File: config.mk
export PLATFORM = sky130hd
export DESIGN_NAME = cnt_rr_sched
export DESIGN_NICKNAME = d
export VERILOG_FILES = /design/src/rtl/cnt_rr_sched.sv
export SDC_FILE = /design/constraint.sdc
export NUM_CORES = 1
export LEC_CHECK = 0
export ABC_CLOCK_PERIOD_IN_PS = 2150
export CAP_MARGIN = 20
export CORE_MARGIN = 2
export CORE_UTILIZATION = 25
export CTS_CLUSTER_DIAMETER = 200
export DETAILED_ROUTE_END_ITERATION = 10
export SETUP_SLACK_MARGIN = 0.02
export SLEW_MARGIN = 10
export SYNTH_ARGS = -nofsm -noshare
export SYNTH_HDL_FRONTEND = slang
export SYNTH_SLANG_ARGS = --single-unit
File: constraint.sdc
create_clock -name clk -period 2.15 [get_ports clk]
set_input_delay 0.215 -clock clk [delete_from_list [all_inputs] [get_ports clk]]
set_output_delay 0.215 -clock clk [all_outputs]
set_load 0.005 [all_outputs]
File: src/rtl/cnt_rr_sched.sv
// cnt_rr_sched -- round-robin front end for one shared 74193-style nibble counter.
// Each requester posts a read/inc/dec/load command through a valid/ready
// handshake. The block issues one single-cycle strobe to the counter, then
// returns the post-op count together with a wrap (or saturation) flag.
// Optional feature: define CNT_RR_SCHED_SAT_EN to make the counter saturate.
// When it is defined, an inc at the maximum count or a dec at zero is dropped
// and rsp_wrap reports the saturation hit.
module cnt_rr_sched #(
   parameter int NUM_REQ   = 4,
   parameter int WIDTH     = 4,
   parameter int START_DLY = 3
) (
   input  logic                         clk,
   input  logic                         reset,
   input  logic [NUM_REQ-1:0]           req_valid,
   input  logic [2*NUM_REQ-1:0]         req_op,
   input  logic [WIDTH*NUM_REQ-1:0]     req_data,
   output logic [NUM_REQ-1:0]           req_ready,
   output logic                         cnt_load_en,
   output logic                         cnt_inc_en,
   output logic                         cnt_dec_en,
   output logic [WIDTH-1:0]             cnt_din,
   input  logic [WIDTH-1:0]             cnt_dout,
   output logic                         rsp_valid,
   output logic [$clog2(NUM_REQ)-1:0]   rsp_id,
   output logic [WIDTH-1:0]             rsp_data,
   output logic                         rsp_wrap,
   output logic                         busy
);

   localparam int ID_W = $clog2(NUM_REQ);
   localparam logic [WIDTH-1:0] CNT_MAX = '1;
   localparam logic [WIDTH-1:0] CNT_MIN = '0;

   typedef enum logic [1:0] {
      ST_START = 2'd0,
      ST_IDLE  = 2'd1,
      ST_ISSUE = 2'd2,
      ST_RESP  = 2'd3
   } state_t;

   typedef enum logic [1:0] {
      OP_READ = 2'b00,
      OP_INC  = 2'b01,
      OP_DEC  = 2'b10,
      OP_LOAD = 2'b11
   } op_t;

   state_t                state;
   state_t                state_next;
   logic [START_DLY-1:0]  start_sr;
   logic [START_DLY-1:0]  start_sr_shift;
   logic [ID_W-1:0]       rr_ptr;
   logic [ID_W-1:0]       rr_ptr_next;
   logic [ID_W-1:0]       grant_id;
   op_t                   grant_op;
   logic [WIDTH-1:0]      pre_cnt;

   logic                  arb_found;
   logic [ID_W-1:0]       arb_id;
   op_t                   arb_op;
   logic [ID_W:0]         arb_sum;
   logic [NUM_REQ-1:0]    rot_valid;

   logic                  grant_valid;
   logic [WIDTH-1:0]      grant_data;
   logic                  at_max;
   logic                  at_min;
   logic                  sat_block;
   logic                  wrap_flag;

   // Start-up enable: ones shift in while in START, the last stage opens IDLE.
   assign start_sr_shift = {start_sr[START_DLY-1:0], 1'b1} >> 1 | (start_sr << 1) | START_DLY'(1);

   // Rotate the valid vector so bit 0 is the requester that rr_ptr points at.
   assign rot_valid = NUM_REQ'({req_valid, req_valid} >> rr_ptr);

   // Pointer after serving grant_id, wrapping at NUM_REQ (which need not be a power of two).
   assign rr_ptr_next = (grant_id == ID_W'(NUM_REQ - 1)) ? '0 : grant_id + ID_W'(1);

   // Pre-op boundary detection on the count captured when the strobe went out.
   assign at_max    = (pre_cnt == CNT_MAX);
   assign at_min    = (pre_cnt == CNT_MIN);
   assign wrap_flag = ((grant_op == OP_INC) && at_max) || ((grant_op == OP_DEC) && at_min);

   // Saturation suppression looks at the live count during ISSUE, before the strobe fires.
`ifdef CNT_RR_SCHED_SAT_EN
   assign sat_block = ((grant_op == OP_INC) && (cnt_dout == CNT_MAX)) ||
                      ((grant_op == OP_DEC) && (cnt_dout == CNT_MIN));
`else
   assign sat_block = 1'b0;
`endif

   // Round-robin search: first valid requester at or after rr_ptr, plus its op.
   always_comb begin
      arb_found = 1'b0;
      arb_id    = '0;
      arb_sum   = '0;
      arb_op    = OP_READ;
      for (int off = 0; off < NUM_REQ; off++) begin
         if (!arb_found && rot_valid[off]) begin
            arb_found = 1'b1;
            arb_sum   = {1'b0, rr_ptr} + (ID_W+1)'(off);
            if (arb_sum >= (ID_W+1)'(NUM_REQ)) begin
               arb_sum = arb_sum - (ID_W+1)'(NUM_REQ);
            end
            arb_id = arb_sum[ID_W-1:0];
         end
      end
      for (int i = 0; i < NUM_REQ; i++) begin
         if (arb_id == ID_W'(i)) begin
            arb_op = op_t'(req_op[2*i +: 2]);
         end
      end
   end

   // Live valid and load value of the granted requester; a dropped valid cancels the issue.
   always_comb begin
      grant_valid = 1'b0;
      grant_data  = '0;
      for (int i = 0; i < NUM_REQ; i++) begin
         if (grant_id == ID_W'(i)) begin
            grant_valid = req_valid[i];
            grant_data  = req_data[WIDTH*i +: WIDTH];
         end
      end
   end

   // FSM state register.
   always_ff @(posedge clk or posedge reset) begin
      if (reset) begin
         state <= ST_START;
      end else begin
         state <= state_next;
      end
   end

   // FSM next-state logic.
   always_comb begin
      state_next = state;
      case (state)
         ST_START: begin
            if (start_sr_shift[START_DLY-1]) begin
               state_next = ST_IDLE;
            end
         end
         ST_IDLE: begin
            if (arb_found) begin
               state_next = ST_ISSUE;
            end
         end
         ST_ISSUE: begin
            if (grant_valid) begin
               state_next = ST_RESP;
            end else begin
               state_next = ST_IDLE;
            end
         end
         ST_RESP: begin
            state_next = ST_IDLE;
         end
         default: begin
            state_next = ST_START;
         end
      endcase
   end

   // FSM outputs: counter strobes and ready in ISSUE, response fields in RESP.
   always_comb begin
      req_ready   = '0;
      cnt_load_en = 1'b0;
      cnt_inc_en  = 1'b0;
      cnt_dec_en  = 1'b0;
      cnt_din     = '0;
      rsp_valid   = 1'b0;
      rsp_id      = '0;
      rsp_data    = '0;
      rsp_wrap    = 1'b0;
      busy        = (state != ST_IDLE);
      case (state)
         ST_ISSUE: begin
            if (grant_valid) begin
               req_ready = NUM_REQ'(1) << grant_id;
               case (grant_op)
                  OP_INC:  cnt_inc_en = !sat_block;
                  OP_DEC:  cnt_dec_en = !sat_block;
                  OP_LOAD: begin
                     cnt_load_en = 1'b1;
                     cnt_din     = grant_data;
                  end
                  default: begin
                     cnt_load_en = 1'b0;
                  end
               endcase
            end
         end
         ST_RESP: begin
            rsp_valid = 1'b1;
            rsp_id    = grant_id;
            rsp_data  = cnt_dout;
            rsp_wrap  = wrap_flag;
         end
         default: begin
            rsp_valid = 1'b0;
         end
      endcase
   end

   // Datapath registers: start-up delay, grant capture, pre-op count and round-robin pointer.
   always_ff @(posedge clk or posedge reset) begin
      if (reset) begin
         start_sr <= '0;
         rr_ptr   <= '0;
         grant_id <= '0;
         grant_op <= OP_READ;
         pre_cnt  <= '0;
      end else begin
         if (state == ST_START) begin
            start_sr <= start_sr_shift;
         end
         if ((state == ST_IDLE) && arb_found) begin
            grant_id <= arb_id;
            grant_op <= arb_op;
         end
         if ((state == ST_ISSUE) && grant_valid) begin
            pre_cnt <= cnt_dout;
            rr_ptr  <= rr_ptr_next;
         end
      end
   end

endmodule

==> results by group, run 1 <==
Worst setup path
  – Most used cell, CP: buf_6
  – CP startpoint kind: flop
  – Worst-path fanout max: 4
  – Worst EP arrival: 1.93 ns
  – Worst reg-to-reg path cell count: 8
  – Worst Setup Path Type: flop to output port
  – Setup slack, reg-to-reg: 0.17 ns
  – Largest stage delay on the critical path: 0.39 ns
  – Top delay family on crit path: compound AO/OA/AOI/OAI gates
  – Worst-path cell chain: inv_2 -> ha_4 -> and3b_1 -> a21oi_2 -> o21ai_2 -> a31o_1 -> buf_6 -> and3_4 -> buf_6
  – Worst Path Required: 1.93 ns
  – CP max stage cell: dfrtp_1
  – CP endpoint kind: output port
  – WP buf/inv: 3
  – Critical R2R Launch: grant_id[0]
  – Reg2reg end: pre_cnt[2]

Synthesis
  – #FFs+latches synth: 15
  – Synth Area in Simple Gates: 0.261
  – Syn nets: 174
  – Cell Area, Synth: 1200 um2
  – Dominant register cell in the synthesized netlist: dfrtp_1
  – XOR/XNOR Fraction of Synth Area: 0
  – Top cells by area, synth: dfrtp_1 (31%), ha_1 (8.3%), and2_1 (5.7%)
  – Combinational family with the most area after synthesis: simple AND/OR/NAND/NOR gates
  – Synth Area in Compound Gates: 0.186
  – Fraction of synthesized area in multiplexers: 0.105
  – Number of synthesized flops with an enable pin: 0
  – Asr flop ratio synth: 1.00
  – Share of the synthesized area in the top cell type: 0.312
  – Mapped Avg Cell Area: 9.12 um2
  – Most area-hungry cell type in the Yosys netlist: dfrtp_1
  – Synth warn: 0
  – Mapped Cells: 132
  – Adder-Cell Fraction of Synth Area: 0.0832
  – Post-synthesis sequential area ratio: 0.312
  – Synth cell types: 38

Layout
  – Area Growth Syn to Fin: 70.7%
  – Final Cell Area: 2050 um2
  – Ratio of cells with drive above 1 in the final layout: 0.300
  – Commonest non-fill, non-tap cell in the layout: clkdlybuf4s50_1
  – Most frequent cells in the layout: clkdlybuf4s50_1 (43), buf_4 (18), dfrtp_1 (14)
  – Post-layout util: 0.438
  – Nets: 250
  – # diodes: 0

Placed design
  – Area post-placement: approximately 1900 um2
  – Port Buf Inserts: 53
  – DP Worst Slack: -0.145 ns
  – Final GP Congestion: between 0.7 and 0.8
  – HPWL after detailed placement: approximately 2500 um

GRT
  – Largest net degree at the start of global routing: 16
  – GR Overflow Total: 0
  – First-pass GRT wire length: 5490 um
  – Initial antenna violation count: 0
  – All-Layer GR Usage: 0.126
  – Vias in the first global route: 1247

Floorplanning
  – Die Wd: 73.4 um
  – Core ar.: 4690 um2
  – Die ar.: between 5000 and 6000 um2
  – Initial Utilization: 0.257
  – Std-Cell Rows: 25
  – Die H: 73.4 um
  – Top-Level Pins: 54

CTS
  – Root Buffer: clkbuf_8
  – CTS tree: done
  – CTS Buf Count: 3
  – H-tree level count: 1
  – # clock sinks: 15
  – Worst-case clock buffer depth: 2
  – Post-cts hold buffer count: 0
  – Reg clk slew, reported paths: 0.06 ns
  – Worst skew pair latency: roughly 0.25 ns

Timing
  – Peak Freq: 467 MHz
  – Unrepaired setup endpoints after global routing: yes
  – Final period utilization: 0.997
  – Tmin final: 2.14 ns
  – Actual slew at the worst max-slew pin: 0.562 ns
  – Clock Skew: 0.00275 ns
  – Final worst slack: 0.00677 ns
  – Slew HR: 0.625
  – Slew Viols, Final: 0
  – Fin. Hold Viols: 0
  – Endpoints failing setup: 0

Routing
  – DR pass1 iterations: 4
  – Vias: 1221
  – Remaining DRCs: 0
  – Antenna Violating Nets Remaining: 0
  – Drt wl/cell: ~12 um
  – Drt via density: about 4.7
  – DRT iter0 DRCs: 31
  – Overall routed net length: 3240 um

Outcome
  – Outcome: finished clean

Power and ir drop
  – Total chip power: between 2 and 2.5 mW
  – Worst vdd rail ir drop: between 0.4 and 0.5 mV
  – Leak Pwr: 0.884 nW
  – Power per cell area: 1050 nW/um2

Job
  – Max-cap violations: 0

Hold path
  – HP Class: input pin to async pin
==> Yosys cell counts (2+ instances only) <==
cell type and n:
mux2_1 6, nor4_1 2, and3b_1 2, nor2_1 3, o21ai_0 8, inv_1 9, buf_4 2, clkbuf_1 4
nand2_1 11, dfrtp_1 15, and3_1 3, ha_1 8, a21oi_1 11, and2_1 11, a221o_1 2, a21o_1 3
and4_1 4, mux2_2 3, nand3b_1 4, nor2b_1 2, nor3b_1 2
==> metrics by stage <==
step	TNS, ns	cells	hold WS, ns
CTS	-0.0350	263	0.348
detailed placement	-0.956	252	0.445
global placement	-0.880	252	0.439
global route	-0.142	261	0.374
floorplan	0	132	0.116
finish	0	261	0.322
==> routing by layer <==
| metal | global-route usage | routed length, um | vias to the layer above | share of wire |
|---|---|---|---|---|
| met3 | 0.0151 | 146 | 3 | 0.045 |
| met1 | 0.153 | 1490 | 557 | 0.46 |
| met2 | 0.239 | 1590 | 37 | 0.49 |
| li1 | - | - | 624 | - |
| met4 | 0.0242 | 14 | 0 | 0.0043 |
| met5 | 0 | 0 | - | 0 |
==> worst max path at each step <==
stage,end,cells after the start,slack (ns),startpoint
detailed placement,cnt_inc_en,7,-0.14,req_valid[0]
floorplan,cnt_din[0],9,0.17,grant_id[0]
CTS,cnt_dec_en,9,-0.02,grant_id[0]
global placement,cnt_inc_en,7,-0.13,req_valid[0]
finish,cnt_dec_en,9,0.007,grant_id[1]
global route,cnt_dec_en,9,-0.08,grant_id[0]
==> flip-flops by register name, indices dropped and copies added, names as in the netlist <==
register / count
grant_op: 2
rr_ptr: 2
grant_id: 2
state: 2
pre_cnt: 4
start_sr: 3
==> final cells by class <==
class	instances	area, um2
multi-input combinational	103	846
tap	54	67.6
inverter	9	33.8
sequential	15	377
timing repair buffer	76	684
fill	476	2640
clock buffer	3	41.3
clock inverter	1	5.00
==> where the power goes <==
group / switching, mW / total [mW] / internal [mW]
combinational: 0.596 / 1.39 / 0.795
clock: 0.101 / 0.229 / 0.128
sequential: 0.130 / 0.530 / 0.399
==> logic make-up (layout without fill, tap and decap cells) <==
kind of cell | count (synthesis) | after routing
compound gates | 32 | 33
fa+ha+maj | 8 | 8
buf+inv | 15 | 89
flops | 15 | 15
mux | 11 | 11
simple gates | 51 | 51
==> repair_timing <==
item / 4_1_cts / 5_1_grt
resized for setup: 51 / 12
pin swaps: 5 / 6
setup buffers: 6 / 0
cloned: 1 / 0
endpoints found under the setup margin: 10 / 13
No activity file was read; power rests on OpenSTA's default activity.
==> inputs of run 2 (changes only) <==
--- a/config.mk
+++ b/config.mk
@@ -7,6 +7,7 @@
 export LEC_CHECK = 0
 export ABC_CLOCK_PERIOD_IN_PS = 2150
 export CAP_MARGIN = 20
+export CORE_ASPECT_RATIO = 0.5
 export CORE_MARGIN = 2
 export CORE_UTILIZATION = 25
 export CTS_CLUSTER_DIAMETER = 200
==> run 2 against run 1 <==
Effect of this change: setup slack better by 0.020 ns; maximum frequency rose by 0.95%; final cell count increased by 3.4%; critical path depth down 2; utilization increased by 0.86 points; first-iteration DRC count is 16% lower; clock power is essentially flat; non-clock buffer count down 3; sequential power is 1% lower; routed wire length increased by 5.2%; combinational power fell by 4%; largest cell class unchanged; highest routed layer unchanged.
==> results by group, run 2 (synthesized netlist as in run 1, its figures left out) <==
Layout
  – Ratio of cells with drive above 1 in the final layout: 0.275 (was 0.300)
  – Nets: 247 (was 250)
  – Biggest register: pre_cnt (unchanged)
  – Post-layout util: 0.446 (was 0.438)
  – Max FFs per register: 4 (unchanged)
  – Commonest non-fill, non-tap cell in the layout: clkdlybuf4s50_1 (unchanged)
  – Top flop regs: pre_cnt x4, start_sr x3 (unchanged)
  – Most frequent cells in the layout: clkdlybuf4s50_1 (43), buf_4 (18), dfrtp_1 (14) (unchanged)
  – Area Growth Syn to Fin: 67.3% (was 70.7%)
  – # diodes: 0 (unchanged)

Power and ir drop
  – Switching Share: 0.394 (was 0.385)
  – Leak Pwr: 0.871 nW (was 0.884 nW)
  – Net Sw Power: 820 uW (was 828 uW)
  – Worst vdd rail ir drop: 0.334 mV (was 0.452 mV)
  – Sequential power share: 0.252 (was 0.246)
  – Total chip power: 2.08 mW (was 2.15 mW)
  – Clock power share: 0.109 (was 0.107)
  – Pint: 1.26 mW (was 1.32 mW)
  – Logic gate share of total power: 0.639 (was 0.647)
  – Power per cell area: 1030 nW/um2 (was 1050 nW/um2)

Timing
  – Peak Freq: 471 MHz (was 467 MHz)
  – Final period utilization: 0.987 (was 0.997)
  – Tmin final: 2.12 ns (was 2.14 ns)
  – Slew Viols, Final: 0 (unchanged)
  – Fin. Hold Viols: 0 (unchanged)
  – Unrepaired setup endpoints after global routing: yes (unchanged)
  – Slew HR: 0.612 (was 0.625)
  – Clock Skew: 0.00429 ns (was 0.00275 ns)
  – Actual slew at the worst max-slew pin: 0.582 ns (was 0.562 ns)
  – Endpoints failing setup: 0 (unchanged)
  – Final worst slack: 0.0269 ns (was 0.00677 ns)

Floorplanning
  – Std-Cell Rows: 17 (was 25)
  – Initial Utilization: 0.267 (was 0.257)
  – Top-Level Pins: 54 (unchanged)
  – Die H: 53.1 um (was 73.4 um)
  – Die Wd: 102 um (was 73.4 um)
  – Core ar.: 4510 um2 (was 4690 um2)
  – Die ar.: 5420 um2 (was 5390 um2)

Routing
  – DR pass1 iterations: 4 (unchanged)
  – Drt wl/cell: 12.6 um (was 12.4 um)
  – DRT iter0 DRCs: 26 (was 31)
  – Vias: 1211 (was 1221)
  – Remaining DRCs: 0 (unchanged)
  – Drt via density: 4.49 (was 4.68)
  – Overall routed net length: 3410 um (was 3240 um)
  – Antenna Violating Nets Remaining: 0 (unchanged)

Worst setup path
  – Worst Setup Path Type: flop to output port (unchanged)
  – CP max stage cell: dfrtp_2 (was dfrtp_1)
  – CP endpoint kind: output port (unchanged)
  – Worst Path Required: 1.93 ns (about the same)
  – Critical R2R Launch: grant_id[0] (unchanged)
  – WP buf/inv: 3 (unchanged)
  – WP depth: 7 (was 9)
  – CP startpoint kind: flop (unchanged)
  – Largest stage delay on the critical path: 0.44 ns (was 0.39 ns)
  – Worst EP arrival: 1.91 ns (was 1.93 ns)
  – Top delay family on crit path: flip-flops (was compound AO/OA/AOI/OAI gates)
  – Worst reg-to-reg path cell count: 8 (unchanged)
  – Worst-path cell chain: buf_4 -> ha_1 -> and3_4 -> a31o_4 -> buf_6 -> and4_1 -> buf_2 (was inv_2 -> ha_4 -> and3b_1 -> a21oi_2 -> o21ai_2 -> a31o_1 -> buf_6 -> and3_4 -> buf_6)
  – Worst-path fanout max: 5 (was 4)
  – Setup slack, reg-to-reg: 0.17 ns (about the same)
  – Reg2reg end: rr_ptr[0] (was pre_cnt[2])

CTS
  – Worst skew pair latency: 0.25 ns (about the same)
  – Worst-case clock buffer depth: 2 (unchanged)
  – Reg clk slew, reported paths: 0.06 ns (about the same)
  – Root Buffer: clkbuf_8 (unchanged)
  – CTS Buf Count: 3 (unchanged)
  – # clock sinks: 15 (unchanged)
  – H-tree level count: 1 (unchanged)
  – CTS tree: done (unchanged)

Placed design
  – HPWL after detailed placement: 2680 um (was 2520 um)
  – Final GP Congestion: 0.749 (was 0.736)
  – DP Worst Slack: -0.114 ns (was -0.145 ns)
  – Port Buf Inserts: 53 (unchanged)

GRT
  – Initial antenna violation count: 0 (unchanged)
  – GR Overflow Total: 0 (unchanged)
  – All-Layer GR Usage: 0.131 (was 0.126)
  – Largest net degree at the start of global routing: 16 (unchanged)
  – Vias in the first global route: 1170 (was 1247)
  – First-pass GRT wire length: 5480 um (was 5490 um)

Job
  – Max-cap violations: 0 (unchanged)

Outcome
  – Outcome: finished clean (unchanged)

Hold path
  – HP Class: input pin to async pin (unchanged)
run 2: worst reg2reg max path, stage by stage, from the launching register on:
cell and delay (ns):
dfrtp_2 0.44, ha_4 0.17, and3b_1 0.22, a21oi_2 0.04
o21ai_2 0.19, a31o_1 0.22, buf_6 0.11, buf_4 0.14
mux2_2 0.34
run 2: how the worst max path moves through the flow:
stage                 start          to  slack [ns]
4_1_cts         grant_id[0]  cnt_din[0]       -0.02
3_5_place_dp   req_valid[0]  cnt_din[0]       -0.11
3_3_place_gp   req_valid[0]  cnt_inc_en       -0.11
2_1_floorplan   grant_id[0]  cnt_din[0]        0.17
5_1_grt         grant_id[1]  cnt_din[1]       -0.07
6_report        grant_id[0]  cnt_din[3]        0.03
run 2: final cells by class:
| cell class | instances | area (um2) |
|---|---|---|
| inverters | 9 | 33.8 |
| repair buffers | 73 | 644 |
| multi-input cells | 103 | 830 |
| clock buffers | 3 | 41.3 |
| flip-flops and latches | 15 | 377 |
| fillers | 464 | 2500 |
| well taps | 66 | 82.6 |
| clock inverters | 1 | 5.00 |
run 2: per-stage QoR:
step	setup TNS, ns	hold slack [ns]	instances	instance area (um2)
2_1_floorplan	0	0.116	132	1200
3_3_place_gp	-0.695	0.441	261	1910
3_5_place_dp	-0.849	0.450	261	1910
4_1_cts	-0.110	0.335	271	2020
5_1_grt	-0.469	0.368	270	2010
6_report	0	0.323	270	2010
run 2: layer usage:
layer  share of wire  routed length (um)  track usage
met2            0.49                1680        0.228
met1            0.48                1640        0.177
met4          0.0035                  12       0.0178
met5               0                   0            0
met3           0.022                  76       0.0211
run 2: power groups by stage:
stage / registers (mW) / clock network, mW / logic, mW
6_report: 0.524 / 0.227 / 1.33
3_3_place_gp: 0.512 / 0 / 1.16
3_5_place_dp: 0.518 / 0 / 1.17
5_1_grt: 0.544 / 0.250 / 1.47
4_1_cts: 0.521 / 0.239 / 1.34
2_1_floorplan: 0.482 / 0 / 0.717
run 2: what timing repair did:
| item | CTS | global route |
|---|---|---|
| cloned | 1 | 0 |
| setup buffers | 6 | 0 |
| setup endpoints to repair | 10 | 17 |
| hold buffers | 0 | 0 |
| hold endpoints to repair | 0 | 0 |
| resized for setup | 57 | 2 |
| pin swaps | 6 | 3 |
